File: src/rtl/sram_resp_pkg.sv
// Shared types and constants for the SRAM responder: FSM encoding,
// half-word select values and the inactive level of the SRAM strobes.
package sram_resp_pkg;

    typedef enum logic [3:0] {
        IDLE      = 4'd0,
        RD_LO     = 4'd1,
        RD_HI     = 4'd2,
        RD_DONE   = 4'd3,
        WR_LO     = 4'd4,
        WR_LO_REC = 4'd5,
        WR_HI     = 4'd6,
        WR_HI_REC = 4'd7,
        WR_DONE   = 4'd8
    } state_e;

    localparam logic HALF_LO     = 1'b0;
    localparam logic HALF_HI     = 1'b1;
    localparam logic STROBE_IDLE = 1'b1;
    localparam int   TIMER_W     = 3;

    function automatic logic is_access_phase(input state_e s);
        return s inside {RD_LO, RD_HI, WR_LO, WR_HI};
    endfunction

endpackage

File: src/rtl/sram_phase_timer.sv
// Down-counter that times one half-word access phase; loads WAIT_STATES on
// phase entry and flags the final cycle of the phase.
module sram_phase_timer
    import sram_resp_pkg::*;
#(
    parameter int WAIT_STATES = 1
) (
    input  logic clk,
    input  logic rst,
    input  logic load,
    output logic last
);

    logic [TIMER_W-1:0] cnt_q, cnt_d;

    always_comb begin
        cnt_d = cnt_q;
        if (load) begin
            cnt_d = TIMER_W'(WAIT_STATES);
        end else if (cnt_q != '0) begin
            cnt_d = cnt_q - 1'b1;
        end
    end

    always_ff @(posedge clk or posedge rst) begin
        if (rst) begin
            cnt_q <= '0;
        end else begin
            cnt_q <= cnt_d;
        end
    end

    assign last = (cnt_q == '0);

endmodule

File: src/rtl/sram_responder.sv
// Memory-bus responder that turns 32-bit word reads/writes into two 16-bit
// asynchronous SRAM accesses (low half first). All outputs are registered.
module sram_responder
    import sram_resp_pkg::*;
#(
    parameter int ADDR_W      = 15,
    parameter int WAIT_STATES = 1
) (
    input  logic              clk,
    input  logic              rst,
    input  logic [ADDR_W-1:0] addr,
    input  logic [31:0]       fromCPU,
    input  logic              wRAM,
    input  logic              readstart,
    output logic [31:0]       toCPU,
    output logic              readrdy,
    output logic              saverdy,
    output logic              proto_err,
    output logic [ADDR_W:0]   sram_addr,
    input  logic [15:0]       sram_dq_i,
    output logic [15:0]       sram_dq_o,
    output logic              sram_dq_oe,
    output logic              sram_ce_n,
    output logic              sram_oe_n,
    output logic              sram_we_n,
    output logic              sram_ub_n,
    output logic              sram_lb_n
);

    state_e            state_q, state_d;
    logic [ADDR_W-1:0] addr_q, addr_d;
    logic [31:0]       data_q, data_d;
    logic [15:0]       rd_lo_q, rd_lo_d;
    logic [31:0]       to_cpu_q, to_cpu_d;
    logic [ADDR_W:0]   sram_addr_q, sram_addr_d;
    logic [15:0]       dq_o_q, dq_o_d;
    logic              readrdy_q, readrdy_d, saverdy_q, saverdy_d;
    logic              proto_err_q, proto_err_d, dq_oe_q, dq_oe_d;
    logic              ce_n_q, ce_n_d, oe_n_q, oe_n_d, we_n_q, we_n_d;
    logic              ub_n_q, ub_n_d, lb_n_q, lb_n_d;
    logic              phase_load, phase_last;

    sram_phase_timer #(.WAIT_STATES(WAIT_STATES)) u_timer (
        .clk  (clk),
        .rst  (rst),
        .load (phase_load),
        .last (phase_last)
    );

    always_ff @(posedge clk or posedge rst) begin
        if (rst) begin
            state_q <= IDLE;
        end else begin
            state_q <= state_d;
        end
    end

    always_comb begin
        state_d = state_q;
        case (state_q)
            IDLE: begin
                if (readstart) begin
                    state_d = RD_LO;
                end else if (wRAM) begin
                    state_d = WR_LO;
                end
            end
            RD_LO:     if (phase_last) state_d = RD_HI;
            RD_HI:     if (phase_last) state_d = RD_DONE;
            RD_DONE:   state_d = IDLE;
            WR_LO:     if (phase_last) state_d = WR_LO_REC;
            WR_LO_REC: state_d = WR_HI;
            WR_HI:     if (phase_last) state_d = WR_HI_REC;
            WR_HI_REC: state_d = WR_DONE;
            WR_DONE:   state_d = IDLE;
            default:   state_d = IDLE;
        endcase
        phase_load = (state_d != state_q) && is_access_phase(state_d);
    end

    // Request latches and read-data assembly; the low half is parked until
    // the high half arrives so toCPU only changes when a read completes.
    always_comb begin
        addr_d      = addr_q;
        data_d      = data_q;
        rd_lo_d     = rd_lo_q;
        to_cpu_d    = to_cpu_q;
        proto_err_d = proto_err_q | ((state_q != IDLE) && readstart);
        if (state_q == IDLE && readstart) begin
            addr_d = addr;
        end else if (state_q == IDLE && wRAM) begin
            addr_d = addr;
            data_d = fromCPU;
        end
        if (state_q == RD_LO && phase_last) begin
            rd_lo_d = sram_dq_i;
        end
        if (state_q == RD_HI && phase_last) begin
            to_cpu_d = {sram_dq_i, rd_lo_q};
        end
    end

    // Outputs are decoded from the next state so the registered pins line up
    // with the state they belong to.
    always_comb begin
        sram_addr_d = sram_addr_q;
        dq_o_d      = dq_o_q;
        dq_oe_d     = 1'b0;
        ce_n_d      = STROBE_IDLE;
        oe_n_d      = STROBE_IDLE;
        we_n_d      = STROBE_IDLE;
        ub_n_d      = STROBE_IDLE;
        lb_n_d      = STROBE_IDLE;
        readrdy_d   = 1'b0;
        saverdy_d   = 1'b0;
        case (state_d)
            RD_LO, RD_HI: begin
                ce_n_d      = 1'b0;
                oe_n_d      = 1'b0;
                ub_n_d      = 1'b0;
                lb_n_d      = 1'b0;
                sram_addr_d = {addr_d, (state_d == RD_HI) ? HALF_HI : HALF_LO};
            end
            RD_DONE: readrdy_d = 1'b1;
            WR_LO, WR_HI: begin
                ce_n_d      = 1'b0;
                we_n_d      = 1'b0;
                ub_n_d      = 1'b0;
                lb_n_d      = 1'b0;
                dq_oe_d     = 1'b1;
                sram_addr_d = {addr_d, (state_d == WR_HI) ? HALF_HI : HALF_LO};
                dq_o_d      = (state_d == WR_HI) ? data_d[31:16] : data_d[15:0];
            end
            WR_LO_REC, WR_HI_REC: begin
                ce_n_d  = 1'b0;
                ub_n_d  = 1'b0;
                lb_n_d  = 1'b0;
                dq_oe_d = 1'b1;
            end
            WR_DONE: saverdy_d = 1'b1;
            default: ;
        endcase
    end

    always_ff @(posedge clk or posedge rst) begin
        if (rst) begin
            to_cpu_q    <= '0;
            sram_addr_q <= '0;
            dq_o_q      <= '0;
            dq_oe_q     <= 1'b0;
            ce_n_q      <= STROBE_IDLE;
            oe_n_q      <= STROBE_IDLE;
            we_n_q      <= STROBE_IDLE;
            ub_n_q      <= STROBE_IDLE;
            lb_n_q      <= STROBE_IDLE;
            readrdy_q   <= 1'b0;
            saverdy_q   <= 1'b0;
            proto_err_q <= 1'b0;
        end else begin
            to_cpu_q    <= to_cpu_d;
            sram_addr_q <= sram_addr_d;
            dq_o_q      <= dq_o_d;
            dq_oe_q     <= dq_oe_d;
            ce_n_q      <= ce_n_d;
            oe_n_q      <= oe_n_d;
            we_n_q      <= we_n_d;
            ub_n_q      <= ub_n_d;
            lb_n_q      <= lb_n_d;
            readrdy_q   <= readrdy_d;
            saverdy_q   <= saverdy_d;
            proto_err_q <= proto_err_d;
        end
    end

    always_ff @(posedge clk) begin
        addr_q  <= addr_d;
        data_q  <= data_d;
        rd_lo_q <= rd_lo_d;
    end

    assign toCPU      = to_cpu_q;
    assign readrdy    = readrdy_q;
    assign saverdy    = saverdy_q;
    assign proto_err  = proto_err_q;
    assign sram_addr  = sram_addr_q;
    assign sram_dq_o  = dq_o_q;
    assign sram_dq_oe = dq_oe_q;
    assign sram_ce_n  = ce_n_q;
    assign sram_oe_n  = oe_n_q;
    assign sram_we_n  = we_n_q;
    assign sram_ub_n  = ub_n_q;
    assign sram_lb_n  = lb_n_q;

endmodule

File: config.mk
export PLATFORM = sky130hd
export DESIGN_NAME = sram_responder
export DESIGN_NICKNAME = d
export VERILOG_FILES = /design/src/rtl/sram_resp_pkg.sv /design/src/rtl/sram_phase_timer.sv /design/src/rtl/sram_responder.sv
export SDC_FILE = /design/constraint.sdc
export NUM_CORES = 1
export LEC_CHECK = 0
export BUFFER_PORTS_ARGS = -buffer_cell sky130_fd_sc_hd__buf_2
export CAP_MARGIN = 20
export CORE_MARGIN = 3
export CORE_UTILIZATION = 59
export CTS_BUF_LIST = sky130_fd_sc_hd__clkbuf_2 sky130_fd_sc_hd__clkbuf_4 sky130_fd_sc_hd__clkbuf_8
export CTS_CLUSTER_DIAMETER = 30
export DETAILED_ROUTE_END_ITERATION = 16
export PLACE_DENSITY = 0.95
export REMOVE_ABC_BUFFERS = 1
export SYNTH_ARGS = -nofsm -noshare
export SYNTH_HDL_FRONTEND = slang
export SYNTH_SLANG_ARGS = --single-unit
File: constraint.sdc
create_clock -name clk -period 6.9 [get_ports clk]
set_input_delay 1.38 -clock clk [delete_from_list [all_inputs] [get_ports clk]]
set_output_delay 1.38 -clock clk [all_outputs]
set_load 0.005 [all_outputs]
Word-level counts from Yosys, hierarchy flattened
Index checks and enable logic that the tools add are counted.
- equality and inequality tests: 15
- $add $sub $neg: 1
- reductions and logical operators: 17
- muxes and demuxes: 23
- bitwise operators: 1
- operator list (operator ; count):
    32-bit two-way mux ; 2
    4-bit by 3-bit equality test with 1-bit output (second input constant) ; 8
    16-bit case mux with 2 select lines ; 1
    15-bit two-way mux ; 2
    4-bit case mux with 7 select lines ; 1
    4-bit two-way mux ; 6
    16-bit two-way mux ; 1
    4-bit by 2-bit equality test with 1-bit output (second input constant) ; 3
    4-bit by 1-bit equality test with 1-bit output (second input constant) ; 2
    1-bit two-way mux ; 8
    4-bit nonzero test ; 2
    1-bit logical AND ; 6
    3-bit two-way mux ; 2
    6-bit OR reduction ; 1
    4-bit equality test (second input constant) ; 1
    4-bit logical NOT ; 1
    4-bit inequality test ; 1
    2-bit nonzero test ; 2
    2-bit OR reduction ; 2
    4-bit OR reduction ; 1
    3-bit logical NOT ; 1
    3-bit nonzero test ; 1
    3-bit by 1-bit subtractor with 3-bit output (second input constant) ; 1
    1-bit OR ; 1
- bits in registers: 141
- output and inout bits: 73
- input bits: 67

Depth between registers and ports, before layout
- depth in word-level cells: 7
- mapped depth: 11

Cells and area by module
A second synthesis with hierarchy kept.
- cells, all modules: 479
- area, all modules: 5342.6 sq um
- modules (own cells, without submodules) (module ; area an instance (sq um) ; sequential area each (sq um) ; times used ; cells an instance):
    sram_responder ; 5162.5 ; 3301.9 ; 1 ; 462
    sram_phase_timer ; 180.2 ; 75.1 ; 1 ; 17

Worst setup path before layout
Ideal clock, no wire load.
- kind: in2reg
- start point: input port readstart
- end point: register sram_addr_q[10], in the netlist sram_addr[10]
- stages: 5
- setup time: 125 ps
- buffers on the path: 1
- arrival: 2803 ps
- path slack: 3972 ps
- path through: nand2b_1 a221o_1 mux2i_2 buf_4 mux2_2
- longest elaborated chain between the ends: 5
- ends and longest elaborated chain (what ; RTL line ; text):
    from (decl) ; sram_responder.sv:14 ; input logic readstart,
    4-bit two-way mux ; sram_responder.sv:62 ; if (readstart) begin
    4-bit case mux with 7 select lines ; sram_responder.sv:60 ; case (state_q)
    4-bit by 3-bit equality test with 1-bit output, or another cell as far along ; sram_responder.sv:116 ; case (state_d)
    2-bit OR reduction, on equally long branches ; -- ;
    2-bit nonzero test (no source line) ; -- ;
    to (signal assigned) ; sram_responder.sv:161 ; sram_addr_q <= sram_addr_d;
    to (decl) ; sram_responder.sv:35 ; logic [ADDR_W:0] sram_addr_q, sram_addr_d;
Several ways; a longest one is shown, not always the timed one. The select of a mux whose other input is x is not followed.
A chain may end at the register's enable or synchronous reset.

Worst setup path in the final report
- start point: input port readstart
- end point: register dq_o_q[0], in the netlist sram_dq_o[0]
- RTL lines (what ; RTL line ; text):
    1-bit logical AND ; sram_responder.sv:89 ; if (state_q == IDLE && readstart) begin
    32-bit two-way mux ; sram_responder.sv:89 ;
    net data_d[16] ; sram_responder.sv:32 ; logic [31:0] data_q, data_d;
    16-bit two-way mux ; sram_responder.sv:132 ; dq_o_d = (state_d == WR_HI) ? data_d[31:16] : data_d[15:0];
    to (signal assigned) ; sram_responder.sv:162 ; dq_o_q <= dq_o_d;
    to (decl) ; sram_responder.sv:36 ; logic [15:0] dq_o_q, dq_o_d;
The timed path passes the listed nets, and every way through them passes these cells.

==> results.json <==
{
  "run_status": "finished, final reports clean",
  "avgViaCountPerCell": 5.23,
  "cts_tree": "built",
  "ctsResizeCount": 0,
  "fin_ws_ns": 3.77,
  "tightest_slew_ns": 1.08,
  "avgRoutedWirePerCell_um": 16.9,
  "grt_antenna_before_repair": 0,
  "nets": 622,
  "syn_inst": 413,
  "drive_above_1_share_pct": 48.9,
  "drc_errors": 0,
  "core_area_sq_um": 8850,
  "numPortBuffers": 139,
  "crit_top_cell": "mux2_2",
  "cp_cell_sequence": "buf_2, nand2b_1, or2_2, mux2_2, mux2_2, mux2_2",
  "die_h_um": 102,
  "grt_overflow": 0,
  "cp_slowest_cell": "or2_2",
  "fillers": 607,
  "p_sw_share_pct": 33.1,
  "gp_congestion": 0.795,
  "area_growth_pct": 21.3,
  "yosysSeqAreaShare_pct": 62.1,
  "first_global_vias": 3657,
  "finalMaxSlewViolations": 0,
  "critPathMaxStageDelay_ns": 0.83,
  "ant_nets": 0,
  "min_period_ns": 3.13,
  "max_slew_margin_pct": 28.0,
  "avgSynthCellArea_sq_um": 13.2,
  "worstPathMaxFanout": 32,
  "async_reset_ff_share_pct": 55.3,
  "pre_cts_ws_ns": 3.35,
  "cp.arrival_ns": 3.44,
  "rsz0062_at_grt": "false",
  "p_int_mw": 2.28,
  "synth.top_cell.area_share_pct": 34.5,
  "fin_setup_tns_ns": 0,
  "critPathTopFamily": "simple AND/OR/NAND/NOR gates",
  "drt_wl_total_mm": 11.4,
  "post_cts_buffers": 0,
  "n_antenna_cell": 0,
  "synth.distinct_cells": 38,
  "power.leakage_nw": 3.28,
  "clk_latency_ns": 0.43,
  "fp.dieW_um": 102,
  "pin_count": 140,
  "grt_pass1_wl_mm": 17.6,
  "dr.pass1.iters": 4,
  "synth_edf_count": 16,
  "register_area_sq_um": 3380,
  "drtIter0Drc": 102,
  "power.density_nw_per_um2": 517,
  "min-delay-path-class": "reg -> reg",
  "clock-sinks": 141,
  "path_buf_inv": 1,
  "h-tree-depth": 4,
  "hold_buffers": 0,
  "row_count": 34,
  "final.period_utilization_pct": 45.3,
  "path_clk_slew_ns": 0.09,
  "vias": 3523,
  "ys.flop_type": "dfrtp_1",
  "grt_start_max_net_pins": 79,
  "p_sw_mw": 1.13,
  "die_area_sq_um": 10400,
  "final_util_pct": 74.6,
  "power_frac_seq_pct": 40.6,
  "hold_viol": 0,
  "ys_warn_count": 0,
  "netlist_area_sq_um": 5440,
  "yosysTopAreaCell": "dfrtp_1",
  "p_comb_share_pct": 41.3,
  "critPathLaunchType": "input port",
  "crit_type": "in -> reg",
  "ir_worst_vdd_mv": 0.257,
  "cts_made_buffers": 17,
  "dpl.hpwl_mm": 7.65,
  "clkPwrFrac_pct": 18.0,
  "crit_required_ns": 7.21,
  "synthTopCellsByArea": "dfrtp_1 (35%), dfxtp_1 (17%), mux2_2 (13%)",
  "setup_viol": 0,
  "endpoint_kind": "flip-flop",
  "root_buffer": "clkbuf_8",
  "start_util_pct": 61.5,
  "clockBufferDepth": 2,
  "grt_use_total_pct": 22.2,
  "clock.fmax_ghz": 0.320,
  "skew_ns": 0.0154,
  "cap_viol_max_count": 0,
  "multi_input_area_sq_um": 1920,
  "ys_seq_elements": 141
}
## flip-flops by register name (all words and copies together), names as in the netlist, 3 cells and up
| register | cells |
|---|---|
| u_timer.cnt_q | 3 |
| sram_dq_o | 16 |
| sram_addr | 16 |
| addr_q | 15 |
| data_q | 32 |
| rd_lo_q | 16 |
| state_q | 4 |
| toCPU | 32 |
## worst register-to-register path: cells and delay by family (launching register included)
| family | cells | cell delay [ns] |
|---|---|---|
| simple gates | 2 | 1.31 |
| mux | 3 | 1.02 |
| flops | 1 | 0.54 |
## cell usage after synthesis, types with 2 or more instances
cell and n:
o21bai_1 2, nor3b_1 2, nand2_1 97, buf_4 3
buf_2 6, nand3_1 2, mux2_2 61, mux2_1 4
a21o_1 4, nor2_1 7, and4b_1 2, dfstp_2 3
clkbuf_1 10, ha_1 2, nand2b_1 4, xnor2_1 3
a21oi_1 5, dfxtp_1 47, dfrtp_1 75, inv_1 8
nor3_1 2, buf_6 4, mux2_4 30, edfxtp_1 16
## metal layers
layer	wire [um]	GRT usage (%)
met5	0	0
met4	166	7.77
met3	575	5.80
met2	6160	39.0
met1	4490	26.3
## area by class of cell
class                      instances  area share [%]
multi-input combinational        240            29.2
clock buffer                      18            3.75
clock inverter                    14            1.80
timing repair buffer             145            11.6
sequential                       141            51.2
inverter                           8           0.474
tap                              108            2.05
## cells by family after synthesis
| group | Yosys count | share of synthesized area (%) |
|---|---|---|
| muxes | 97 | 22.2 |
| DFF | 141 | 62.1 |
| buffers and inverters | 32 | 3.11 |
| AOI/OAI and AO/OA | 16 | 2.12 |
| and+or+nand+nor | 122 | 9.55 |
| xor gates and xnor gates | 3 | 0.483 |
| adders and majority gates | 2 | 0.460 |
## path summary, 6_finish.rpt
check / cells after the start / slack [ns] / from / endpoint
min in group asynchronous: 3 / 1.23 / rst / sram_dq_o[15]$_DFFE_PP0P_
hold reg to reg: 2 / 0.45 / rd_lo_q[4]$_DFFE_PP_ / toCPU[4]$_DFFE_PP0P_
setup reg to reg: 5 / 3.92 / state_q[0]$_DFF_PP0_ / sram_dq_o[10]$_DFFE_PP0P_
max in group asynchronous: 3 / 4.98 / rst / toCPU[30]$_DFFE_PP0P_
setup / recovery: 6 / 3.77 / readstart / sram_dq_o[0]$_DFFE_PP0P_
hold / removal: 2 / 0.45 / rd_lo_q[4]$_DFFE_PP_ / toCPU[4]$_DFFE_PP0P_
## power groups by stage
stage	logic (mW)	clock network [mW]	registers, mW
floorplan	0.921	0	1.38
global placement	1.29	0	1.37
detailed placement	1.39	0	1.40
CTS	1.40	0.624	1.39
global route	1.53	0.661	1.42
finish	1.41	0.615	1.39
## layout by cell type, fill, tap and decap left out, types with 4 or more instances in the layout
cell type / synthesis / routed
nand2b_1: 4 / 4
edfxtp_1: 16 / 16
inv_1: 8 / 7
inv_6: 0 / 6
nand2_1: 97 / 97
mux2_1: 4 / 4
nor2_1: 7 / 7
mux2_2: 61 / 61
dfxtp_1: 47 / 47
a21oi_1: 5 / 5
buf_2: 6 / 139
a21o_1: 4 / 4
mux2_4: 30 / 30
dfrtp_1: 75 / 75
clkbuf_8: 0 / 18
## per-stage QoR
stage / cell area (sq um) / power, mW / instances / hold WS [ns]
floorplan: 5300 / 2.30 / 389 / 0.415
global placement: 6180 / 2.66 / 638 / 0.417
detailed placement: 6200 / 2.78 / 640 / 0.429
CTS: 6570 / 3.41 / 672 / 0.454
global route: 6600 / 3.62 / 674 / 0.467
finish: 6600 / 3.41 / 674 / 0.451
No activity file was read; power rests on OpenSTA's default activity.
